===== config.mk =====
export PLATFORM = sky130hd
export DESIGN_NAME = lsu
export DESIGN_NICKNAME = d
export VERILOG_FILES = /design/src/rtl/lsu_pkg.sv /design/src/rtl/lsu_load_extend.sv /design/src/rtl/lsu.sv
export SDC_FILE = /design/constraint.sdc
export NUM_CORES = 1
export LEC_CHECK = 0
export BUFFER_PORTS_ARGS = -buffer_cell sky130_fd_sc_hd__buf_4
export CAP_MARGIN = 10
export CORE_MARGIN = 3
export CORE_UTILIZATION = 30
export CTS_CLUSTER_SIZE = 20
export DETAILED_ROUTE_END_ITERATION = 6
export PLACE_DENSITY_LB_ADDON = 0.3
export SKIP_CTS_REPAIR_TIMING = 1
export SLEW_MARGIN = 20
export SYNTH_ARGS = -nofsm -noshare
export SYNTH_HDL_FRONTEND = slang
export SYNTH_SLANG_ARGS = --single-unit

===== constraint.sdc =====
create_clock -name clk -period 4.5 [get_ports clk]
set_input_delay 0.675 -clock clk [delete_from_list [all_inputs] [get_ports clk]]
set_output_delay 0.675 -clock clk [all_outputs]
set_load 0.01 [all_outputs]

===== src/rtl/lsu_pkg.sv =====
// lsu_pkg: shared definitions for the load/store unit.
//   - funct3 access-size codes (LSU_F3_*)
//   - FSM state encoding (lsu_state_t)
//   - helpers for store byte-lane steering and misalignment detection
package lsu_pkg;

  localparam logic [2:0] LSU_F3_B  = 3'b000;
  localparam logic [2:0] LSU_F3_H  = 3'b001;
  localparam logic [2:0] LSU_F3_W  = 3'b010;
  localparam logic [2:0] LSU_F3_BU = 3'b100;
  localparam logic [2:0] LSU_F3_HU = 3'b101;

  typedef enum logic [1:0] {
    ST_IDLE = 2'd0,
    ST_REQ  = 2'd1,
    ST_RESP = 2'd2
  } lsu_state_t;

  // Byte enables for a store. Unknown size codes behave as a full word.
  function automatic logic [3:0] store_be(input logic [2:0] f3, input logic [1:0] lo);
    case (f3)
      LSU_F3_B, LSU_F3_BU: store_be = 4'b0001 << lo;
      LSU_F3_H, LSU_F3_HU: store_be = 4'b0011 << {lo[1], 1'b0};
      default:             store_be = 4'b1111;
    endcase
  endfunction

  // Write data replicated across lanes so the enabled lanes see the operand
  // regardless of the byte offset.
  function automatic logic [31:0] store_wdata(input logic [2:0] f3, input logic [31:0] d);
    case (f3)
      LSU_F3_B, LSU_F3_BU: store_wdata = {4{d[7:0]}};
      LSU_F3_H, LSU_F3_HU: store_wdata = {2{d[15:0]}};
      default:             store_wdata = d;
    endcase
  endfunction

  // Halves need addr[0]=0, words (including undefined codes) need addr[1:0]=0.
  function automatic logic is_misaligned(input logic [2:0] f3, input logic [1:0] lo);
    case (f3)
      LSU_F3_B, LSU_F3_BU: is_misaligned = 1'b0;
      LSU_F3_H, LSU_F3_HU: is_misaligned = lo[0];
      default:             is_misaligned = (lo != 2'b00);
    endcase
  endfunction

endpackage


===== src/rtl/lsu_load_extend.sv =====
// load_extend: combinational load-data extraction and extension.
// Ports:
//   rdata   in  32  raw word from the data bus
//   addr_lo in  2   low address bits selecting the byte/half lane
//   funct3  in  3   access size and sign (bit 2 set = zero-extend)
//   ext     out 32  extended load result
// Halves select the lane with addr_lo[1] only; undefined codes return the word.
module load_extend
  import lsu_pkg::*;
(
  input  logic [31:0] rdata,
  input  logic [1:0]  addr_lo,
  input  logic [2:0]  funct3,
  output logic [31:0] ext
);

  logic [7:0]  byte_val;
  logic [15:0] half_val;

  always_comb begin
    case (addr_lo)
      2'd0:    byte_val = rdata[7:0];
      2'd1:    byte_val = rdata[15:8];
      2'd2:    byte_val = rdata[23:16];
      default: byte_val = rdata[31:24];
    endcase
    half_val = addr_lo[1] ? rdata[31:16] : rdata[15:0];
  end

  always_comb begin
    case (funct3)
      LSU_F3_B:  ext = {{24{byte_val[7]}}, byte_val};
      LSU_F3_BU: ext = {24'h0, byte_val};
      LSU_F3_H:  ext = {{16{half_val[15]}}, half_val};
      LSU_F3_HU: ext = {16'h0, half_val};
      default:   ext = rdata;
    endcase
  end

endmodule


===== src/rtl/lsu.sv =====
// lsu: load/store unit between execute and the data-memory bus.
// One request is accepted in IDLE, performed as a single bus transfer in REQ
// (held stable until dmem_ack), and reported with a one-cycle resp_valid in RESP.
// Ports:
//   clk, rst                  clock, asynchronous active-high reset
//   req_valid / req_ready     pipeline handshake (ready only in IDLE)
//   alu_result, store_data    effective address, store operand
//   mem_read, mem_write       direction (write wins when both set)
//   funct3                    access size / sign
//   resp_valid, load_data     completion pulse and extended load result
//   misaligned                misaligned-access flag (valid with resp_valid)
//   dmem_req/we/addr/wdata/be bus request, driven only in REQ
//   dmem_ack, dmem_rdata      bus completion and read word
// Configuration: define LSU_MISALIGN_TRAP_EN to suppress misaligned bus
// accesses and report them through misaligned; otherwise misaligned is 0 and
// the offending low address bits are ignored.
module lsu
  import lsu_pkg::*;
(
  input  logic        clk,
  input  logic        rst,
  input  logic        req_valid,
  output logic        req_ready,
  input  logic [31:0] alu_result,
  input  logic [31:0] store_data,
  input  logic        mem_read,
  input  logic        mem_write,
  input  logic [2:0]  funct3,
  output logic        resp_valid,
  output logic [31:0] load_data,
  output logic        misaligned,
  output logic        dmem_req,
  output logic        dmem_we,
  output logic [31:0] dmem_addr,
  output logic [31:0] dmem_wdata,
  output logic [3:0]  dmem_be,
  input  logic        dmem_ack,
  input  logic [31:0] dmem_rdata
);

  lsu_state_t  state_reg, state_next;
  logic [31:0] addr_reg, addr_next;
  logic [31:0] wdata_reg, wdata_next;
  logic [3:0]  be_reg, be_next;
  logic [2:0]  f3_reg, f3_next;
  logic        we_reg, we_next;
  logic [31:0] load_data_reg, load_data_next;
  logic [31:0] ext_data;
`ifdef LSU_MISALIGN_TRAP_EN
  logic        mis_reg, mis_next;
`endif

  load_extend u_load_extend (
    .rdata   (dmem_rdata),
    .addr_lo (addr_reg[1:0]),
    .funct3  (f3_reg),
    .ext     (ext_data)
  );

  always_ff @(posedge clk or posedge rst) begin
    if (rst) begin
      state_reg     <= ST_IDLE;
      addr_reg      <= '0;
      wdata_reg     <= '0;
      be_reg        <= '0;
      f3_reg        <= '0;
      we_reg        <= 1'b0;
      load_data_reg <= '0;
`ifdef LSU_MISALIGN_TRAP_EN
      mis_reg       <= 1'b0;
`endif
    end else begin
      state_reg     <= state_next;
      addr_reg      <= addr_next;
      wdata_reg     <= wdata_next;
      be_reg        <= be_next;
      f3_reg        <= f3_next;
      we_reg        <= we_next;
      load_data_reg <= load_data_next;
`ifdef LSU_MISALIGN_TRAP_EN
      mis_reg       <= mis_next;
`endif
    end
  end

  always_comb begin
    state_next     = state_reg;
    addr_next      = addr_reg;
    wdata_next     = wdata_reg;
    be_next        = be_reg;
    f3_next        = f3_reg;
    we_next        = we_reg;
    load_data_next = load_data_reg;
`ifdef LSU_MISALIGN_TRAP_EN
    mis_next       = mis_reg;
`endif
    case (state_reg)
      ST_IDLE: begin
        if (req_valid) begin
          addr_next = alu_result;
          f3_next   = funct3;
          we_next   = mem_write;
          // Loads read the whole word and pick the lane on return.
          be_next    = mem_write ? store_be(funct3, alu_result[1:0]) : 4'b1111;
          wdata_next = mem_write ? store_wdata(funct3, store_data) : 32'h0;
`ifdef LSU_MISALIGN_TRAP_EN
          mis_next  = 1'b0;
`endif
          if (!mem_read && !mem_write) begin
            // Not a memory op: complete without touching the bus.
            state_next     = ST_RESP;
            load_data_next = 32'h0;
          end
`ifdef LSU_MISALIGN_TRAP_EN
          else if (is_misaligned(funct3, alu_result[1:0])) begin
            state_next     = ST_RESP;
            load_data_next = 32'h0;
            mis_next       = 1'b1;
          end
`endif
          else begin
            state_next = ST_REQ;
          end
        end
      end
      ST_REQ: begin
        if (dmem_ack) begin
          load_data_next = we_reg ? 32'h0 : ext_data;
          state_next     = ST_RESP;
        end
      end
      ST_RESP: state_next = ST_IDLE;
      default: state_next = ST_IDLE;
    endcase
  end

  // Bus outputs are gated by state so that an asynchronous reset drops them
  // at once and nothing is driven outside REQ.
  always_comb begin
    req_ready  = (state_reg == ST_IDLE);
    resp_valid = (state_reg == ST_RESP);
    dmem_req   = (state_reg == ST_REQ);
    dmem_we    = dmem_req & we_reg;
    dmem_addr  = dmem_req ? {addr_reg[31:2], 2'b00} : 32'h0;
    dmem_wdata = dmem_req ? wdata_reg : 32'h0;
    dmem_be    = dmem_req ? be_reg : 4'b0000;
    load_data  = load_data_reg;
`ifdef LSU_MISALIGN_TRAP_EN
    misaligned = mis_reg;
`else
    misaligned = 1'b0;
`endif
  end

endmodule


==> results of run 1 <==
## path summary, 6_finish.rpt
kind | to | slack, ns | cells after the start
worst max-delay path | dmem_addr[2] | 1.43 | 5
worst min-delay path | addr_reg[23]$_DFFE_PP0P_ | 0.46 | 2
worst max register to register | be_reg[3]$_DFFE_PP0P_ | 2.30 | 4
worst min register to register | wdata_reg[6]$_DFFE_PP0P_ | 0.47 | 2
max in group asynchronous | wdata_reg[18]$_DFFE_PP0P_ | 3.20 | 3
min in group clk | wdata_reg[6]$_DFFE_PP0P_ | 0.47 | 2
## logic make-up (layout without fill, tap and decap cells)
| kind of cell | Yosys count | after routing | share of synthesized area, % |
|---|---|---|---|
| buf+inv | 54 | 233 | 4.57 |
| mux | 26 | 26 | 5.11 |
| simple gates | 310 | 310 | 27.1 |
| compound gates | 118 | 118 | 14.0 |
| other cells | 1 | 3 | 0.0696 |
| flops | 106 | 106 | 49.2 |
## final cells by class
cell class | instances | area, sq um
fill | 1785 | 10100
sequential | 106 | 2650
multi-input combinational | 457 | 2510
timing repair buffer | 211 | 1580
tap | 225 | 282
clock buffer | 11 | 233
clock inverter | 5 | 31.3
inverter | 6 | 27.5
## per-layer routing
layer	part of all wire [%]	GRT usage, %	vias up	wire, microns
met5	0	0	-	0
met4	2.3	5.97	0	371
met2	47	26.2	157	7780
met3	6.2	3.07	22	1020
li1	-	-	2382	-
met1	44	22.6	2289	7230
## worst max-delay path, stage by stage (launching register included)
cell and delay, ns:
dfrtp_1 0.41, nand2b_1 0.19, inv_1 0.76, buf_4 0.40
and2_1 0.18, buf_4 0.12
## cells in the final DEF (no fill, tap or decap), drive strengths merged, types with 10 or more instances in the layout
cell type	netlist	layout
o31ai	16	16
dfrtp	106	106
clkbuf	35	11
nand2b	10	10
mux2	12	12
nor2b	21	21
and2	68	68
a21oi	29	29
nand2	171	171
mux2i	14	14
nor2	19	19
buf	13	211
o21ai	51	51
## power by group
group	total (mW)	internal [mW]	switching, mW
logic	1.48	0.689	0.790
clock network	0.728	0.374	0.353
registers	1.52	1.30	0.221
total	3.73	2.36	1.36
## per-stage QoR
stage | hold slack, ns | cell area [sq um]
6_report | 0.464 | 7320
2_1_floorplan | 0.430 | 5400
3_3_place_gp | 0.444 | 7050
4_1_cts | 0.466 | 7310
3_5_place_dp | 0.450 | 7050
5_1_grt | 0.490 | 7320
==> impl_metrics.json, run 1 <==
{
  "leakage_nw": 3.68,
  "routedWlPerCell_microns": 16.1,
  "placed_cells": 1005,
  "finalSetupTns_ns": 0,
  "rsz0062_at_grt": "false",
  "hold_viol": 0,
  "clockBufferDepth": 2,
  "synth_top_area_share_pct": 49.2,
  "antennaDiodeCount": 0,
  "htreeDepth": 3,
  "worst_pin_slew_ns": 1.02,
  "worstPathRequired_ns": 3.83,
  "critPathArrivalTime_ns": 2.40,
  "portBuffers": 206,
  "finalCritPeriodShare_pct": 68.3,
  "vias": 4850,
  "period_minus_slack_ns": 3.07,
  "synthCells": 615,
  "area_delta_synth_final_pct": 35.8,
  "firstDrtPassIters": 4,
  "core_sq_um": 17400,
  "final_util_pct": 42.0,
  "timing.fmax_ghz": 0.325,
  "num_io_pins": 210,
  "final_cell_count_no_fill": 1021,
  "cts.clk_slew.worst_paths_ns": 0.07,
  "powerDensity_nw_per_um2": 509,
  "synth_seq_area_share_pct": 49.2,
  "maxCapViolCount": 0,
  "cp-start-kind": "register",
  "grt_start_max_net_pins": 93,
  "drtAntennaViolNets": 0,
  "hpwl_mm": 11.6,
  "slew_viol_final": 0,
  "slew_headroom_pct": 31.6,
  "post-route-drc-count": 0,
  "dp_slack_ns": 1.78,
  "die_h_microns": 140,
  "wl_mm": 16.4,
  "synth_common_cells": "nand2_1, dfrtp_1, and2_1, o21ai_0, clkbuf_1",
  "synth-seq-cells": 106,
  "rows": 48,
  "finClkSkew_ns": 0.00614,
  "die_area_sq_um": 19600,
  "first_global_vias": 4737,
  "criticalPathCategory": "register to output port",
  "gp_congestion": 0.767,
  "hold_class": "primary input to asynchronous set/reset pin",
  "cts_num_sinks": 106,
  "clkLatencyLatePin_ns": 0.35,
  "drtIter0Drc": 232,
  "power.total_mw": 3.73,
  "max-vdd-ir-drop_mv": 0.253,
  "cp_max_fo": 40,
  "synth-main-ff-cell": "dfrtp_1",
  "yosys.area.top_type": "dfrtp_1",
  "setup_viol": 0,
  "r2r-start": "state_reg[0]$_DFFE_PP0P_",
  "antenna_found_initial": 0,
  "grtUsageTotal_pct": 16.5,
  "startpoint": "state_reg[1]$_DFFE_PP0P_",
  "cp-end-kind": "output port",
  "setup_ws_ns": 1.43,
  "cts_tree": "built",
  "drive_gt1_share_pct": 30.8,
  "ys_types": 31,
  "ys_warn_count": 0,
  "syn_avg_cell_area_sq_um": 8.76,
  "synth-edff-count": 0,
  "outcome": "finished clean",
  "fin_nets": 896,
  "start_util_pct": 30.9,
  "root_buffer": "clkbuf_16",
  "netlist_area_sq_um": 5390,
  "synth_most_common_cell": "nand2_1",
  "grt_overflow_total": 0,
  "synthTopCellsByArea": "dfrtp_1, nand2_1, and2_1, o21ai_0, a21oi_1",
  "via_per_inst": 4.75,
  "cts_buffers": 9,
  "grt_pass1_wl_mm": 26.0,
  "synth_async_sr_flop_share_pct": 100,
  "dieWidth_microns": 140
}
Note: power is estimated with default switching activity, not from simulation.
==> run 2, diff against run 1 <==
Clock period 4.5 ns to 2.5 ns, I/O delays scaled along.
==> run 2 against run 1 <==
Net effect: design area increased by 1.7%; hold slack got worse by 0.31 ns; combinational power is 85% higher; total power rose by 87%; sequential share of layout area fell by 0.59 points; core utilization increased by 0.70 points; first-iteration DRC count rose by 19%; largest power group is now combinational logic; sequential power up 78%; flip-flop and latch count unchanged; highest routed layer unchanged; register-to-register slack got worse by 1.8 ns; count of clock-buffer cells in the layout is the same.
==> impl_metrics.json, run 2 (synthesis gave the netlist of run 1 again) <==
{
  "powerDensity_nw_per_um2": 938,
  "cts_buffers": 9,
  "cp-start-kind": "register",
  "grt_start_max_net_pins": 107,
  "antennaDiodeCount": 0,
  "dp_slack_ns": 0.397,
  "die_area_sq_um": 19600,
  "grt_overflow_total": 0,
  "reg2regPathDepth": 5,
  "drive_gt1_share_pct": 31.3,
  "area_delta_synth_final_pct": 38.1,
  "vias": 4871,
  "drtIter0Drc": 276,
  "dieWidth_microns": 140,
  "drtAntennaViolNets": 0,
  "slew_headroom_pct": 40.7,
  "grtUsageTotal_pct": 16.7,
  "setup_ws_ns": 0.324,
  "slew_viol_final": 0,
  "worst_pin_slew_ns": 0.890,
  "period_minus_slack_ns": 2.18,
  "htreeDepth": 3,
  "startpoint": "state_reg[1]$_DFFE_PP0P_",
  "setup_viol": 0,
  "die_h_microns": 140,
  "final_util_pct": 42.7,
  "clkLatencyLatePin_ns": 0.35,
  "cts_tree": "built",
  "cts_num_sinks": 106,
  "hpwl_mm": 11.7,
  "leakage_nw": 3.75,
  "root_buffer": "clkbuf_16",
  "gp_congestion": 0.772,
  "num_io_pins": 210,
  "first_global_vias": 4875,
  "cp_max_fo": 49,
  "max-vdd-ir-drop_mv": 0.462,
  "start_util_pct": 30.9,
  "critPathArrivalTime_ns": 1.80,
  "finalCritPeriodShare_pct": 87.0,
  "finalSetupTns_ns": 0,
  "fin_nets": 903,
  "cts.clk_slew.worst_paths_ns": 0.07,
  "portBuffers": 206,
  "num-fill-cells": 1776,
  "wl_mm": 16.6,
  "mostFrequentLayoutCells": "buf_4, nand2_1, dfrtp_1, and2_1, o21ai_0",
  "finClkSkew_ns": 0.00789,
  "worstPathRequired_ns": 2.12,
  "core_sq_um": 17400,
  "maxCapViolCount": 0,
  "firstDrtPassIters": 4,
  "antenna_found_initial": 0,
  "post-route-drc-count": 0,
  "rsz0062_at_grt": "false",
  "hold_class": "primary input to asynchronous set/reset pin",
  "cp-end-kind": "output port",
  "outcome": "finished clean",
  "routedWlPerCell_microns": 16.1,
  "rows": 48,
  "timing.fmax_ghz": 0.460,
  "hold_viol": 0,
  "via_per_inst": 4.74,
  "r2r-start": "state_reg[0]$_DFFE_PP0P_",
  "final_common_cell": "buf_4",
  "grt_pass1_wl_mm": 26.4,
  "clockBufferDepth": 2,
  "criticalPathCategory": "register to output port"
}
-- run 2: changes by cell type in the layout (fill, tap and decap cells not counted) --
cell,previous run,this run
clkinv_2,3,2
bufinv_16,0,2
nor2_1,18,19
inv_6,1,0
buf_12,0,2
buf_4,211,216
nor2_2,1,0
-- run 2: area by class of cell --
class,instances,area (sq um),share of cell area [%]
multi-input combinational,457,2500,33.7
inverter,6,26.3,0.353
clock buffer,11,233,3.13
clock inverter,5,78.8,1.06
tap,225,282,3.78
timing repair buffer,218,1660,22.3
sequential,106,2650,35.7
-- run 2: critical path, cell delays in order (launching register included) --
cell and delay [ns]:
dfrtp_1 0.41, nand2b_1 0.21, inv_1 0.09, buf_4 0.39, and2_1 0.21, buf_4 0.12
-- run 2: where the power goes --
group,total [mW],internal [mW],switching (mW)
Clock,1.52,0.878,0.643
Combinational,2.74,1.29,1.46
Sequential,2.71,2.34,0.373
Total,6.98,4.50,2.48
-- run 2: final timing paths --
path / end / slack (ns)
setup / recovery: dmem_wdata[30] / 0.32
hold / removal: load_data[27]$_DFFE_PP0P_ / 0.15
setup reg to reg: load_data[25]$_DFFE_PP0P_ / 0.45
hold reg to reg: wdata_reg[5]$_DFFE_PP0P_ / 0.46
max in group asynchronous: load_data[14]$_DFFE_PP0P_ / 1.83
min in group clk: addr_reg[27]$_DFFE_PP0P_ / 0.21
-- run 2: through the flow --
| stage | hold WS, ns | area, sq um | cells | total power, mW |
|---|---|---|---|---|
| after global routing | 0.208 | 7440 | 1028 | 7.49 |
| after global placement | 0.444 | 7130 | 1012 | 5.49 |
| after floorplan | 0.430 | 5400 | 617 | 4.23 |
| after detailed placement | 0.448 | 7130 | 1012 | 5.53 |
| after CTS | 0.195 | 7440 | 1028 | 7.09 |
| final | 0.154 | 7440 | 1028 | 6.98 |
-- run 2: metal layers --
layer,up-vias,wire [microns],track usage (%)
met2,149,7910,27.0
met4,0,323,5.25
met1,2316,7220,21.8
met5,-,0,0
li1,2387,-,-
met3,19,1140,4.64
